[src/rtl/pot_scanner_if.sv]
// Start/done handshake between the pot scanner and the 16-bit SPI master.
// The scanner is the master of this handshake: it issues wrt/wt_data and waits on done.
interface pot_scanner_if;
    logic        wrt;
    logic [15:0] wt_data;
    logic        done;
    logic [15:0] rd_data;

    modport master (output wrt, output wt_data, input done, input rd_data);
    modport slave  (input wrt, input wt_data, output done, output rd_data);
endinterface

[src/rtl/pot_scanner.sv]
// Round-robin ADC128S pot sampler: two SPI transactions per channel (command, then readback),
// keeps the latest 12-bit result per channel and pauses between full scans.
module pot_scanner #(
    parameter int NUM_CH       = 7,
    parameter int PAUSE_CYCLES = 1024
) (
    input  logic                  clk,
    input  logic                  rst_n,
    input  logic                  en,
    pot_scanner_if.master         spi,
    output logic [12*NUM_CH-1:0]  res,
    output logic [NUM_CH-1:0]     res_vld,
    output logic                  scan_done,
    output logic                  busy
);

    typedef enum logic [2:0] {
        S_IDLE,
        S_CMD,
        S_WAIT_C,
        S_RD,
        S_WAIT_R,
        S_PAUSE
    } state_t;

    localparam logic [2:0]  LAST_CH    = 3'(NUM_CH - 1);
    localparam logic [15:0] PAUSE_LOAD = 16'(PAUSE_CYCLES - 1);

    state_t      state, state_nxt;
    logic [2:0]  ch, ch_nxt;
    logic [15:0] pause_cnt, pause_nxt;
    logic        store;
    logic        last_ch;
    logic        wrt_q;
    logic [15:0] wt_data_q;

    // The upper nibble of the SPI word carries no conversion data.
    logic unused_rd;
    assign unused_rd = ^spi.rd_data[15:12];

    assign last_ch     = (ch == LAST_CH);
    assign busy        = (state != S_IDLE);
    assign spi.wrt     = wrt_q;
    assign spi.wt_data = wt_data_q;

    always_comb begin
        // NOTE: every output of this block gets a default first, so no path can infer a latch.
        state_nxt = state;
        ch_nxt    = ch;
        pause_nxt = pause_cnt;
        store     = 1'b0;
        scan_done = 1'b0;
        case (state)
            S_IDLE: begin
                ch_nxt = 3'd0;
                if (en) state_nxt = S_CMD;
            end
            S_CMD:    state_nxt = S_WAIT_C;
            // done is only looked at here and in S_WAIT_R, a clock after wrt, so a stale done is ignored.
            S_WAIT_C: if (spi.done) state_nxt = S_RD;
            S_RD:     state_nxt = S_WAIT_R;
            S_WAIT_R: begin
                if (spi.done) begin
                    store = 1'b1;
                    if (last_ch) begin
                        scan_done = 1'b1;
                        ch_nxt    = 3'd0;
                        pause_nxt = PAUSE_LOAD;
                        state_nxt = S_PAUSE;
                    end else begin
                        ch_nxt    = ch + 3'd1;
                        state_nxt = S_CMD;
                    end
                end
            end
            S_PAUSE: begin
                if (pause_cnt == 16'd0) state_nxt = en ? S_CMD : S_IDLE;
                else                    pause_nxt = pause_cnt - 16'd1;
            end
            default: state_nxt = S_IDLE;
        endcase
    end

    // NOTE: sequential state uses non-blocking assignments only, so all registers see pre-edge values.
    always_ff @(posedge clk or negedge rst_n) begin
        if (!rst_n) begin
            state     <= S_IDLE;
            ch        <= 3'd0;
            pause_cnt <= 16'd0;
            wrt_q     <= 1'b0;
            wt_data_q <= 16'h0000;
        end else begin
            state     <= state_nxt;
            ch        <= ch_nxt;
            pause_cnt <= pause_nxt;
            wrt_q     <= (state_nxt == S_CMD) || (state_nxt == S_RD);
            if (state_nxt == S_CMD) wt_data_q <= {2'b00, ch_nxt, 11'h000};
        end
    end

    // NOTE: the result bank is reset, so consumers never see stale values from before a reset.
    always_ff @(posedge clk or negedge rst_n) begin
        if (!rst_n) begin
            res     <= '0;
            res_vld <= '0;
        end else begin
            for (int k = 0; k < NUM_CH; k++) begin
                if (store && ch == 3'(k)) begin
                    res[12*k +: 12] <= spi.rd_data[11:0];
                    res_vld[k]      <= 1'b1;
                end
            end
        end
    end

endmodule

[src/flat_wrapper.sv]
// flat-port wrapper written by rule: the top's interface ports become plain ports
module pot_scanner_flat 
#(
    parameter int NUM_CH       = 7,
    parameter int PAUSE_CYCLES = 1024
)
  (clk, rst_n, en, res, res_vld, scan_done, busy, spi_wrt, spi_wt_data, spi_done, spi_rd_data);
  pot_scanner_if spi_i ();
  input  logic clk;
  input  logic rst_n;
  input  logic en;
  output logic [12*NUM_CH-1:0] res;
  output logic [NUM_CH-1:0] res_vld;
  output logic scan_done;
  output logic busy;
  output wire logic [$bits(spi_i.wrt)-1:0] spi_wrt;
  output wire logic [$bits(spi_i.wt_data)-1:0] spi_wt_data;
  input wire logic [$bits(spi_i.done)-1:0] spi_done;
  input wire logic [$bits(spi_i.rd_data)-1:0] spi_rd_data;
  assign spi_wrt = spi_i.wrt;
  assign spi_wt_data = spi_i.wt_data;
  assign spi_i.done = spi_done;
  assign spi_i.rd_data = spi_rd_data;
  pot_scanner #(.NUM_CH(NUM_CH), .PAUSE_CYCLES(PAUSE_CYCLES)) u_core (.clk(clk), .rst_n(rst_n), .en(en), .spi(spi_i), .res(res), .res_vld(res_vld), .scan_done(scan_done), .busy(busy));
endmodule
[config.mk]
export PLATFORM = sky130hd
export DESIGN_NAME = pot_scanner_flat
export DESIGN_NICKNAME = d
export VERILOG_FILES = /design/src/rtl/pot_scanner_if.sv /design/src/rtl/pot_scanner.sv /design/src/flat_wrapper.sv
export SDC_FILE = /design/constraint.sdc
export NUM_CORES = 1
export LEC_CHECK = 0
export CORE_ASPECT_RATIO = 1.25
export CORE_MARGIN = 2
export CORE_UTILIZATION = 54
export CTS_BUF_LIST = sky130_fd_sc_hd__clkbuf_4
export DETAILED_ROUTE_END_ITERATION = 8
export PLACE_DENSITY = 0.9
export SYNTH_ARGS = -nofsm -noshare
export SYNTH_HDL_FRONTEND = slang
export SYNTH_SLANG_ARGS = --single-unit
[constraint.sdc]
create_clock -name clk -period 4.4 [get_ports clk]
set_input_delay 0.66 -clock clk [delete_from_list [all_inputs] [get_ports clk]]
set_output_delay 0.66 -clock clk [all_outputs]
set_load 0.02 [all_outputs]
# ---- Word level (Yosys, flattened, before mapping)
# Index checks and enable logic that the tools add are counted.
# Widths: inputs -> output; s select.
dict set report totals {
  register_bits 117
  latchBits 0
  memories 0
  out_inout_bits 110
  word_cells 70
  mem_bits_ro 0
  ramBits 0
}
dict set report op_classes {
  div 0
  add_sub_neg 2
  bitwise 0
  n_lt_le_gt_ge 0
  mul 0
  mux 19
  eq_ne 16
  shifts 0
  reduce_logical 14
}
# op count
set op_table {}
lappend op_table {{$mux 16} 3}
lappend op_table {{$pmux 16 s2} 1}
lappend op_table {{$mux 3} 7}
lappend op_table {{$pmux 3 s6} 1}
lappend op_table {{$logic_not 16->1} 1}
lappend op_table {{$sub 16x1->16 const B} 1}
lappend op_table {{$eq 3x2->1 const B} 5}
lappend op_table {{$eq 3x3->1 const B} 5}
lappend op_table {{$eq 3x1->1 const B} 3}
lappend op_table {{$logic_and 1x1->1} 7}
lappend op_table {{$logic_not 3->1} 2}
lappend op_table {{$mux 1} 6}
lappend op_table {{$pmux 3 s2} 1}
lappend op_table {{$ne 2x2->1 const B} 2}
lappend op_table {{$reduce_and 4->1} 1}
lappend op_table {{$add 3x1->3 const B} 1}
lappend op_table {{$reduce_bool 3->1} 1}
lappend op_table {{$ne 2x1->1 const B} 1}
lappend op_table {{$reduce_bool 2->1} 1}
lappend op_table {{$logic_or 1x1->1} 1}

# ---- Longest topological paths before layout
# Gate-level depths: netlist of the first run.
dict set report depth {
  word_depth 6
  ltp_mapped 8
  mapped_depth_nobuf 7
}

# ---- Worst setup path after synthesis of the first run
# No wires, ideal clock.
dict set report synth_path {
  path_kind {in2out}
  start {input port spi_done}
  end {output port scan_done}
  cell_stages 6
  setup_slack_ns 2.097
  arrival_time_ns 1.643
  path_buffers 2
  cell_sequence {and4bb_2 nand2_1 or2_2 clkbuf_1 inv_1 buf_2}
}
dict set report synth_between {
  elab_chain_len 2
}
# element line
set synth_rtl {}
lappend synth_rtl {{start: declaration} flat_wrapper.sv:18} ;# input wire logic [$bits(spi_i.done)-1:0] spi_done;
lappend synth_rtl {{$mux 1} pot_scanner.sv:63} ;# if (spi.done) begin
lappend synth_rtl {{$mux 1} pot_scanner.sv:53} ;# case (state)
lappend synth_rtl {{end: declaration} flat_wrapper.sv:14} ;# output logic scan_done;
# Every way passes these cells.

# ---- Worst setup path after layout of the first run
# Same ends and word-level chain as after synthesis.

==> impl_metrics.toml, run 1 <==
[outcome]
status = "complete, no violations"

[critical_path]
cp_max_fo = 23
crit_path_end_kind = "output port"
r2r_cells = 7
critPathSlowestCell = "clkdlybuf4s50_1"
crit_start = "spi_done"
cp_cell_sequence = "clkdlybuf4s50_1 > and4bb_2 > nand2_1 > or2_2 > inv_1 > clkdlybuf4s50_1"
path_depth = 6
crit_top_cell = "clkdlybuf4s50_1"
start_kind = "input port"
worstPathArrival_ns = 2.92
crit_path_max_incr_delay_ns = 0.62
cp_num_buf_inv = 3
reg2reg_to = "u_core.spi.wt_data[11]"
worstPathRequired_ns = 3.74
timing.reg2reg.setup_slack_ns = 1.98
r2r-start = "u_core.pause_cnt[0]"
critPathKind = "in2out"
crit_end = "scan_done"
path_delay_family = "buffers and inverters"

[final_layout]
final_common_cell = "dfrtp_1"
nNetsFinal = 522
antenna_cells = 0
drive_above_1_share = 0.250
instances_no_fill = 636
layout_common_cells = "dfrtp_1 (117), clkdlybuf4s50_1 (111), mux2_2 (65), nand2_1 (51), clkbuf_4 (17)"
area_delta_synth_final_pct = 29.9
finalInstanceArea_sq_um = 6440

[route]
postRouteAntennaNets = 0
routed-wl-met2_um = 5700
dr.first_iter.drc_count = 174
highest-signal-layer = "met4"
drc = 0
wl_met1_um = 4490
vias = 3344
routedWlPerCell_um = 17.2
wl_met3_um = 608
postRouteWirelength_um = 10900
firstDrtPassIters = 4
routed_via_density = 5.26

[logic_synthesis]
ys_types = 54
post-synth-top-area-cell = "dfrtp_1"
synth_cells = 382
yosys_warnings = 0
synth-seq-cells = 117
mappedNetlistArea_sq_um = 4960
async_flop_share = 1.00
ys.flop_type = "dfrtp_1"
synth.top_cells.by_area = "dfrtp_1 (59%), mux2_2 (15%), nand2_1 (3.9%)"
synth_edf_count = 0
ys_seq_area_frac = 0.591
netlist.area_leader.share = 0.591
syn_area_per_cell_sq_um = 13.0

[timing]
rsz0062_at_grt = "false"
tightest_slew_ns = 0.869
fin_crit_ns = 3.58
fin_tns_setup_ns = 0
maxSlewViolCount = 0
relSlewSlack = 0.419
fmax_mhz = 279
finalHoldViolCount = 0
timing.final.crit_share = 0.814
fin_skew_ns = 0.0136
finalSetupViolCount = 0

[cts]
cts.htree.levels = 4
worstSkewPairLatency_ns = 0.53
cts_made_buffers = 17
cts_sinks = 117
cts_tree = "yes"
post_cts_resized = 0
post_cts_buffers = 0
clock_path_buffers = 2
cts_root_buf = "clkbuf_4"
cts.clk_slew.worst_paths_ns = 0.12
cts_hold_buffers = 0

[global_route]
grt_max_degree = 57
gr-total-overflow = 0
grt_pass1_wl_um = 17700
first_global_vias = 3385
antenna_found_initial = 0
grt_usage = 0.234

[die]
dieHeight_um = 111
start_util = 0.549
num_io_pins = 130
rows = 39
fp.dieArea_sq_um = 9960
core-area_sq_um = 9030
die_x_um = 89.7

[pwr]
cellPowerDensity_nw_per_um2 = 305
ir_drop_mv = 0.144
p_leak_nw = 3.05

[place]
hpwl_um = 7630
place_area_sq_um = 6130
portBuffers = 112
post-place-cells = 604
gp_congestion = 0.811

[run]
drv_cap = 0

[min_path]
min_path_type = "in2async"
worst min-delay path by stage:
stage                              endpoint  slack [ns]  cells after the start               from
after floorplan                u_core.ch[0]        0.36                      0              rst_n
after global placement    u_core.res_vld[3]        0.45                      1  u_core.res_vld[3]
after detailed placement  u_core.res_vld[3]        0.45                      1  u_core.res_vld[3]
after CTS                    u_core.res[19]        0.17                      1              rst_n
after global routing          u_core.res[4]        0.19                      1              rst_n
final                         u_core.res[8]        0.17                      1              rst_n
through the flow:
stage,hold WS (ns),power (mW),util,setup slack [ns]
finish,0.175,1.96,0.713,0.817
floorplan,0.364,1.12,-,2.10
CTS,0.172,1.98,0.713,0.817
global placement,0.450,1.15,0.679,0.877
detailed placement,0.454,1.16,0.679,0.832
global route,0.185,2.04,0.713,0.668
state kept, by name, summed over array words and instances (netlist names):
register / flops
u_core.ch: 3
u_core.pause_cnt: 16
u_core.res: 84
u_core.res_vld: 7
u_core.spi.wrt: 1
u_core.spi.wt_data: 3
u_core.state: 3
power breakdown:
| group | switching, mW | internal, mW | leakage [nW] | total, mW |
|---|---|---|---|---|
| Combinational | 0.0440 | 0.0146 | 1.34 | 0.0585 |
| Clock | 0.431 | 0.398 | 0.155 | 0.829 |
| Sequential | 0 | 1.07 | 1.56 | 1.07 |
layer usage:
metal  track usage  up-vias
met5             0        -
met1         0.300     1691
met3        0.0603       13
li1              -     1534
met4        0.0687        0
met2         0.386      106
cell usage after synthesis, drive strengths merged (2+ instances only):
master	number
a2111oi	2
a21oi	4
and2	2
and3	2
buf	23
clkbuf	7
dfrtp	117
ha	2
inv	6
mux2	75
nand2	51
nand2b	5
nand3	6
nand3b	2
nand4	5
nand4b	2
nor2	13
nor2b	4
nor3	5
nor3b	4
nor4	3
o21ai	3
o2bb2ai	2
or2	6
or3	2
xnor2	2
xor2	12
logic make-up (layout without fill, tap and decap cells):
| kind of cell | Yosys count | in the layout | share of synthesized area |
|---|---|---|---|
| other cells | 1 | 13 | 0.000757 |
| flops | 117 | 117 | 0.591 |
| fa+ha+maj | 2 | 2 | 0.00505 |
| buf+inv | 36 | 155 | 0.0406 |
| mux | 76 | 76 | 0.179 |
| compound gates | 19 | 19 | 0.0293 |
| simple gates | 117 | 117 | 0.130 |
| xor+xnor | 14 | 14 | 0.0247 |
area by class of cell:
class                           count  area (sq um)
Fill cell                         592          2590
Multi-Input combinational cell    241          1870
Inverter                            6          22.5
Tap cell                          123           154
Timing Repair Buffer              117          1160
Sequential cell                   117          2930
Clock inverter                     15           179
Clock buffer                       17           128
No activity file was read; power rests on OpenSTA's default activity.
==> run 2: changes to the inputs <==
--- a/config.mk
+++ b/config.mk
@@ -7,10 +7,10 @@
 export LEC_CHECK = 0
 export CORE_ASPECT_RATIO = 1.25
 export CORE_MARGIN = 2
-export CORE_UTILIZATION = 54
+export CORE_UTILIZATION = 45
 export CTS_BUF_LIST = sky130_fd_sc_hd__clkbuf_4
 export DETAILED_ROUTE_END_ITERATION = 8
-export PLACE_DENSITY = 0.9
+export PLACE_DENSITY = 0.81
 export SYNTH_ARGS = -nofsm -noshare
 export SYNTH_HDL_FRONTEND = slang
 export SYNTH_SLANG_ARGS = --single-unit
==> constraint.sdc (replaced) <==
create_clock -name clk -period 3.2 [get_ports clk]
set_input_delay 0.48 -clock clk [delete_from_list [all_inputs] [get_ports clk]]
set_output_delay 0.48 -clock clk [all_outputs]
set_load 0.02 [all_outputs]
==> impl_metrics.toml, run 2 (same netlist as run 1, synthesis figures left out) <==
[global_route]
gr-total-overflow = 0
grt_usage = 0.197
first_global_vias = 3504
grt_max_degree = 76
antenna_found_initial = 0
grt_pass1_wl_um = 18100

[critical_path]
worstPathArrival_ns = 2.55
start_kind = "register"
crit_path_max_incr_delay_ns = 0.62
path_delay_family = "simple AND/OR/NAND/NOR gates"
critPathSlowestCell = "clkdlybuf4s50_1"
timing.reg2reg.setup_slack_ns = 0.79
crit_end = "scan_done"
r2r_cells = 7
critPathKind = "reg2out"
reg2reg_to = "u_core.spi.wt_data[13]"
cp_num_buf_inv = 2
r2r-start = "u_core.pause_cnt[0]"
cp_max_fo = 13
worstPathRequired_ns = 2.72
path_depth = 5
crit_start = "u_core.state[0]"
cp_cell_sequence = "and4bb_2 > nand2_1 > or2_2 > inv_1 > clkdlybuf4s50_1"
crit_path_end_kind = "output port"

[timing]
finalSetupViolCount = 0
finalHoldViolCount = 0
fin_skew_ns = 0.0136
fin_crit_ns = 3.03
tightest_slew_ns = 0.935
rsz0062_at_grt = "false"
whs_ns = 0.112
timing.final.crit_share = 0.947
maxSlewViolCount = 0
fmax_mhz = 330
relSlewSlack = 0.376
fin_tns_setup_ns = 0

[final_layout]
largest_register_ffs = 84
top_regs = "u_core.res: 84 flops, u_core.pause_cnt: 16 flops, u_core.res_vld: 7 flops"
layout_common_cells = "dfrtp_1 (117), clkdlybuf4s50_1 (111), mux2_2 (65), nand2_1 (51), clkbuf_4 (18)"
nNetsFinal = 527
area_delta_synth_final_pct = 30.3
top_register = "u_core.res"
antenna_cells = 0
final_common_cell = "dfrtp_1"
drive_above_1_share = 0.248

[outcome]
status = "complete, no violations"

[pwr]
cellPowerDensity_nw_per_um2 = 403
power_frac_comb = 0.031
pwr-share-clk = 0.401
power_switching_mw = 0.574
p_leak_nw = 3.07
ir_drop_mv = 0.213
p_seq_frac = 0.568
switching_share = 0.221
p_int_mw = 2.03

[cts]
cts_tree = "yes"
cts_root_buf = "clkbuf_4"
cts_hold_buffers = 0
clock_path_buffers = 2
cts.clk_slew.worst_paths_ns = 0.10
post_cts_resized = 0
post_cts_buffers = 0
worstSkewPairLatency_ns = 0.50
cts_made_buffers = 17
cts.htree.levels = 4
cts_sinks = 117

[route]
vias = 3336
postRouteWirelength_um = 11000
dr.first_iter.drc_count = 174
routed_via_density = 5.14
postRouteAntennaNets = 0
routedWlPerCell_um = 17.0
firstDrtPassIters = 4
drc = 0

[die]
rows = 42
core-area_sq_um = 10700
die_x_um = 97.9
dieHeight_um = 121
num_io_pins = 130
fp.dieArea_sq_um = 11900
start_util = 0.465

[place]
hpwl_um = 7720
gp_congestion = 0.789
portBuffers = 112

[min_path]
min_path_type = "in2async"

[run]
drv_cap = 0
==> run 2: cell count changes in the layout (fill, tap and decap cells not counted) <==
cell	change
buf_4	+5
clkinvlp_4	-2
clkbuf_4	+1
clkinv_2	+1
clkinv_4	-1
inv_6	-4
clkinv_1	+4
==> run 2: layout make-up <==
type                            count  area [sq um]
Fill cell                         861          4210
Sequential cell                   117          2930
Clock inverter                     13           140
Inverter                            6          22.5
Timing Repair Buffer              122          1190
Multi-Input combinational cell    241          1870
Tap cell                          132           165
Clock buffer                       18           135
==> run 2: worst min-delay path by stage <==
stage	start	endpoint	slack (ns)	cells past startpoint
detailed placement	u_core.res_vld[1]	u_core.res_vld[1]	0.45	1
finish	rst_n	u_core.res_vld[5]	0.11	1
global placement	u_core.res_vld[6]	u_core.res_vld[6]	0.45	1
CTS	rst_n	u_core.res[15]	0.12	1
global route	rst_n	u_core.res_vld[5]	0.15	1
floorplan	rst_n	u_core.ch[0]	0.18	0
==> run 2: routing by layer <==
layer  vias to the layer above  wire [um]  global-route usage
li1                       1540          -                   -
met1                      1673       4620               0.246
met2                       106       5690               0.328
met3                        17        512              0.0495
met4                         0        226              0.0781
met5                         -          0                   0
==> run 2: power by group through the flow <==
stage	Sequential [mW]	Combinational, mW	Clock (mW)
3_3_place_gp	1.51	0.0811	0
4_1_cts	1.48	0.0832	1.08
3_5_place_dp	1.51	0.0830	0
6_report	1.48	0.0811	1.04
5_1_grt	1.48	0.0908	1.14
2_1_floorplan	1.51	0.0291	0
==> run 2: stage by stage <==
step	power [mW]	setup slack [ns]	instance area (sq um)	utilization	instances
3_3_place_gp	1.59	0.358	6180	0.579	618
5_1_grt	2.71	0.0328	6460	0.605	649
6_report	2.60	0.168	6460	0.605	649
2_1_floorplan	1.54	1.12	5000	-	394
3_5_place_dp	1.59	0.346	6180	0.579	618
4_1_cts	2.64	0.105	6460	0.605	649
